==> config.mk <==
export PLATFORM = sky130hd
export DESIGN_NAME = bpsk_frame_builder
export DESIGN_NICKNAME = d
export VERILOG_FILES = /design/src/rtl/bpsk_frame_builder.sv
export SDC_FILE = /design/constraint.sdc
export NUM_CORES = 1
export LEC_CHECK = 0
export ABC_AREA = 1
export CAP_MARGIN = 20
export CORE_UTILIZATION = 59
export DETAILED_ROUTE_END_ITERATION = 8
export GPL_ROUTABILITY_DRIVEN = 0
export HOLD_SLACK_MARGIN = 0.05
export PLACE_DENSITY = 0.83
export SLEW_MARGIN = 10
export SYNTH_ARGS = -nofsm -noshare
export SYNTH_HDL_FRONTEND = slang
export SYNTH_SLANG_ARGS = --single-unit
export TNS_END_PERCENT = 100
==> constraint.sdc <==
create_clock -name clk_sig -period 4.2 [get_ports clk_sig]
set_input_delay 0.63 -clock clk_sig [delete_from_list [all_inputs] [get_ports clk_sig]]
set_output_delay 0.63 -clock clk_sig [all_outputs]
set_load 0.03 [all_outputs]
==> src/rtl/bpsk_frame_builder.sv <==
// Frame builder ahead of the BPSK modulator: preamble, payload, optional zero tail.
// Build with BPSK_FRAME_TAIL_EN defined to append the encoder-flush tail.
module bpsk_frame_builder #(
  parameter int SPS = 8,
  parameter int PRE_LEN = 16,
  parameter logic [PRE_LEN-1:0] PREAMBLE = 16'hF5A3,
  parameter int PAY_LEN = 64,
  parameter int TAIL_LEN = 6
) (
  input  logic clk_sig,
  input  logic reset_sig,
  input  logic start_sig,
  input  logic data_sig,
  input  logic data_valid_sig,
  output logic data_ready_sig,
  output logic bit_sig,
  output logic bit_valid_sig,
  output logic [$clog2(SPS)-1:0] sym_phase_sig,
  output logic busy_sig,
  output logic done_sig,
  output logic underrun_sig
);

  localparam int PW = $clog2(SPS);
  localparam int M1 = (PRE_LEN > PAY_LEN) ? PRE_LEN : PAY_LEN;
  localparam int MX = (M1 > TAIL_LEN) ? M1 : TAIL_LEN;
  localparam int CW = $clog2(MX + 1);

  localparam logic [PW-1:0] PH_LAST = PW'(SPS - 1);
  localparam logic [CW-1:0] PRE_LAST = CW'(PRE_LEN - 1);
  localparam logic [CW-1:0] PAY_LAST = CW'(PAY_LEN - 1);

  localparam logic [1:0] S_IDLE = 2'd0;
  localparam logic [1:0] S_PRE  = 2'd1;
  localparam logic [1:0] S_PAY  = 2'd2;
`ifdef BPSK_FRAME_TAIL_EN
  localparam logic [1:0] S_TAIL = 2'd3;
  localparam logic [CW-1:0] TAIL_LAST = CW'(TAIL_LEN - 1);
`endif

  logic [1:0]         r_state;
  logic [PW-1:0]      r_phase;
  logic [CW-1:0]      r_cnt;
  logic [PRE_LEN-1:0] r_shift;
  logic               r_bit;
  logic               r_done;
  logic               r_underrun;

  logic       w_sym_end;
  logic       w_last;
  logic       w_ready;
  logic [1:0] w_nxt;

  assign w_sym_end = (r_phase == PH_LAST);

  always_comb begin
    w_last = 1'b0;
    w_nxt  = S_IDLE;
    case (r_state)
      S_PRE: begin
        w_last = (r_cnt == PRE_LAST);
        w_nxt  = S_PAY;
      end
      S_PAY: begin
        w_last = (r_cnt == PAY_LAST);
`ifdef BPSK_FRAME_TAIL_EN
        w_nxt  = S_TAIL;
`else
        w_nxt  = S_IDLE;
`endif
      end
`ifdef BPSK_FRAME_TAIL_EN
      S_TAIL: begin
        w_last = (r_cnt == TAIL_LAST);
        w_nxt  = S_IDLE;
      end
`endif
      default: begin
        w_last = 1'b0;
        w_nxt  = S_IDLE;
      end
    endcase
  end

  // Fetch one symbol ahead: last preamble symbol and all but the last payload symbol.
  assign w_ready = w_sym_end &&
    (((r_state == S_PRE) && (r_cnt == PRE_LAST)) ||
     ((r_state == S_PAY) && (r_cnt != PAY_LAST)));

  always_ff @(posedge clk_sig or negedge reset_sig) begin
    if (!reset_sig) begin
      r_state    <= S_IDLE;
      r_phase    <= '0;
      r_cnt      <= '0;
      r_shift    <= '0;
      r_bit      <= 1'b0;
      r_done     <= 1'b0;
      r_underrun <= 1'b0;
    end else begin
      r_done <= 1'b0;
      if (r_state == S_IDLE) begin
        r_phase <= '0;
        r_cnt   <= '0;
        r_bit   <= 1'b0;
        if (start_sig) begin
          r_state    <= S_PRE;
          r_underrun <= 1'b0;
          r_bit      <= PREAMBLE[PRE_LEN-1];
          r_shift    <= PREAMBLE << 1;
        end
      end else begin
        r_phase <= w_sym_end ? '0 : r_phase + 1'b1;
        if (w_sym_end) begin
          r_cnt   <= w_last ? '0 : r_cnt + 1'b1;
          r_shift <= r_shift << 1;
          r_bit   <= 1'b0;
          if ((r_state == S_PRE) && !w_last) begin
            r_bit <= r_shift[PRE_LEN-1];
          end
          if (w_ready) begin
            r_bit <= data_valid_sig & data_sig;
            if (!data_valid_sig) begin
              r_underrun <= 1'b1;
            end
          end
          if (w_last) begin
            r_state <= w_nxt;
            r_done  <= (w_nxt == S_IDLE);
          end
        end
      end
    end
  end

  assign busy_sig       = (r_state != S_IDLE);
  assign bit_valid_sig  = busy_sig && (r_phase == '0);
  assign sym_phase_sig  = r_phase;
  assign bit_sig        = r_bit;
  assign done_sig       = r_done;
  assign underrun_sig   = r_underrun;
  assign data_ready_sig = w_ready;

endmodule

==> results.py <==
metrics = {
    "sta": {
        "setup_tns_ns": 0,
        "hold_violations": 0,
        "max_slew.worst_pin.slew_ns": 0.3811,
        "period_needed_ns": 2.836,
        "min_period_over_period_pct": 67.52,
        "setup_viol": 0,
        "rsz0062_at_grt": "no",
        "fin_ws_ns": 1.364,
        "slew_viol_final": 0,
        "clock.fmax_ghz": 0.3526,
        "finalClockSkew_ns": 0.006848,
        "maxSlewHeadroom_pct": 74.60,
    },
    "setup_path": {
        "reg2reg_slack_ns": 2.26,
        "critPathLaunch": "r_state[1]",
        "worstPathArrival_ns": 2.21,
        "critPathMaxStageDelay_ns": 0.65,
        "r2r-end": "r_state[0]",
        "ff2ff_path_depth": 9,
        "path_class": "reg -> out",
        "cp_max_fo": 3,
        "end_kind": "output pin",
        "critPathLaunchType": "flip-flop",
        "cp.required_ns": 3.57,
        "crit_top_cell": "inv_1",
        "crit_slowest_cell": "clkdlybuf4s50_1",
        "r2r-start": "r_state[0]",
        "cp_cell_sequence": "inv_1 -> ha_1 -> inv_1 -> nor2_1 -> nand3_1 -> nand2_1 -> nand2_1 -> inv_1 -> clkdlybuf4s50_1",
    },
    "cts": {
        "clk_pin_slew_ns": 0.09,
        "clock_sinks": 30,
        "cts_tree": "yes",
        "clk-insertion-delay-late_ns": 0.34,
        "cts_max_level": 2,
        "cts-root-buf": "clkbuf_4",
        "cts_resized": 0,
        "postCtsHoldBufs": 0,
        "cts_buffer_depth": 2,
        "post-cts-setup-buffers": 0,
        "cts_buffers": 5,
    },
    "synthesis": {
        "syn_inst": 166,
        "yosysTopAreaCell": "dfrtp_1",
        "synth_area_um2": 1441,
        "synth.area.top_cells": "dfrtp_1, nand2_1, ha_1",
        "synth.avg_cell_area_um2": 8.683,
        "synth-simple-area-share_pct": 19.88,
        "synth_top_area_share_pct": 52.08,
        "synth_top_family_by_area": "simple AND/OR/NAND/NOR gates",
        "syn-num-nets": 179,
        "ys_types": 21,
        "ys_ff_latch": 30,
        "synth_fa_ha_area_share_pct": 6.944,
        "yosysWarnings": 0,
        "synth_compound_area_share_pct": 9.809,
        "synthXorXnorAreaFrac_pct": 1.823,
        "yosysSeqAreaShare_pct": 52.08,
        "muxShareOfSynthArea_pct": 0,
    },
    "finish": {
        "area_growth_pct": 14.24,
        "final_core_util_pct": 73.03,
        "layout.cells.non_filler": 213,
        "n_antenna_cell": 0,
        "final_nets": 197,
        "fill_cells": 184,
        "multi_input_area_um2": 554.3,
        "regArea_um2": 750.7,
        "drive_above_1_share_pct": 9.189,
    },
    "routing": {
        "drt_wl_total_um": 2640,
        "dr.pass1.iters": 4,
        "vias": 1090,
        "wire_per_inst_um": 12.39,
        "via_per_inst": 5.117,
        "drcViolationCount": 0,
        "drtIter0Drc": 14,
        "ant_nets": 0,
    },
    "min_path": {
        "min_delay_path_depth": 2,
        "hp-start": "r_shift[6]",
        "hold_path.class": "reg -> reg",
        "min_to": "r_shift[7]",
    },
    "power_and_ir_drop": {
        "p_per_area_nw_per_um2": 622.0,
        "p_leak_nw": 0.8497,
        "vdd_drop_max_mv": 0.4645,
        "p_total_w": 0.001024,
    },
    "floorplanning": {
        "fp.dieH_um": 51.43,
        "io_pins": 14,
        "dieArea_um2": 2645,
        "die_x_um": 51.43,
        "core_um2": 2255,
        "row_count": 17,
        "start_util_pct": 63.93,
    },
    "flow_run": {
        "maxCapViolCount": 0,
    },
    "grt": {
        "grt_max_degree": 31,
        "antenna_found_initial": 0,
        "grt_pass1_wl_um": 4554,
        "gr-total-overflow": 0,
        "grt_usage_pct": 24.76,
        "grt_pass1_vias": 1124,
    },
    "placement": {
        "pre_cts_ws_ns": 1.735,
        "dp.cells": 205,
        "io_buffers": 13,
        "dp_hpwl_um": 1880,
    },
    "status": {
        "run_status": "completed",
    },
}
## power breakdown
group          switching (W)  internal, W  leakage, nW
Combinational       0.000250     0.000155        0.442
Clock              0.0000994    0.0000809       0.0353
Sequential         0.0000504     0.000389        0.372
## layout by cell type (no fill, tap or decap)
cell / instances
ha_1: 8
o21ai_0: 9
clkinv_2: 1
inv_1: 25
clkbuf_1: 1
nand2_1: 37
buf_4: 1
nand3_1: 8
a21oi_1: 8
o211ai_1: 2
xor2_1: 2
clkbuf_8: 1
dfrtp_1: 30
or2_2: 1
nor2_1: 18
o21bai_1: 1
nand2_2: 1
o21ai_2: 1
inv_2: 4
nor3_1: 1
nor2_4: 2
clkbuf_4: 5
o22ai_1: 4
xnor2_1: 1
clkdlybuf4s50_1: 13
## state kept, by name (all words and copies together), names as in the netlist
signal,count
bit_sig,1
done_sig,1
r_cnt,7
r_shift,15
r_state,2
sym_phase_sig,3
underrun_sig,1
## metal layers
layer  track usage, %  part of all wire (%)  vias to the layer above
li1                 -                     -                      556
met1            28.49                    45                      503
met2            40.26                    48                       23
met3            9.226                   4.0                        8
met4            12.16                   2.4                        0
met5                0                     0                        -
## synthesized netlist by cell type
master,number
a21oi_1,8
buf_2,1
buf_6,2
dfrtp_1,30
ha_1,8
inv_1,25
inv_2,4
nand2_1,37
nand2_2,1
nand3_1,8
nor2_1,18
nor2_4,2
nor3_1,1
o211ai_1,2
o21ai_0,9
o21ai_2,1
o21bai_1,1
o22ai_1,4
or2_2,1
xnor2_1,1
xor2_1,2
## through the flow
step	hold slack [ns]	cell area (um2)
detailed placement	0.4740	1587
global placement	0.4658	1587
finish	0.4917	1647
floorplan	0.3344	1441
global route	0.5149	1647
CTS	0.4968	1647
## area by class of cell
type	instances	area share [%]
repair buffers	14	8.359
multi-input cells	104	33.66
inverters	29	6.611
clock buffers	7	3.343
clock inverters	1	0.3040
well taps	28	2.128
flip-flops and latches	30	45.59
## worst max path at each step
stage / end / slack, ns / cells after the start
2_1_floorplan: bit_valid_sig / 2.18 / 6
5_1_grt: data_ready_sig / 1.22 / 9
3_3_place_gp: data_ready_sig / 1.83 / 9
3_5_place_dp: data_ready_sig / 1.73 / 9
4_1_cts: data_ready_sig / 1.36 / 9
6_report: data_ready_sig / 1.36 / 9
## cells by family after synthesis
family / count (synthesis)
and+or+nand+nor: 68
xor gates and xnor gates: 3
adders and majority gates: 8
buffers and inverters: 32
AOI/OAI and AO/OA: 25
DFF: 30
## worst max-delay path: cells and delay by family, from the launching register on
| family | cells | cell delay, ns |
|---|---|---|
| buf+inv | 4 | 0.87 |
| flops | 1 | 0.41 |
| simple gates | 4 | 0.40 |
| fa+ha+maj | 1 | 0.20 |
Power figures use the tool's default switching activity.
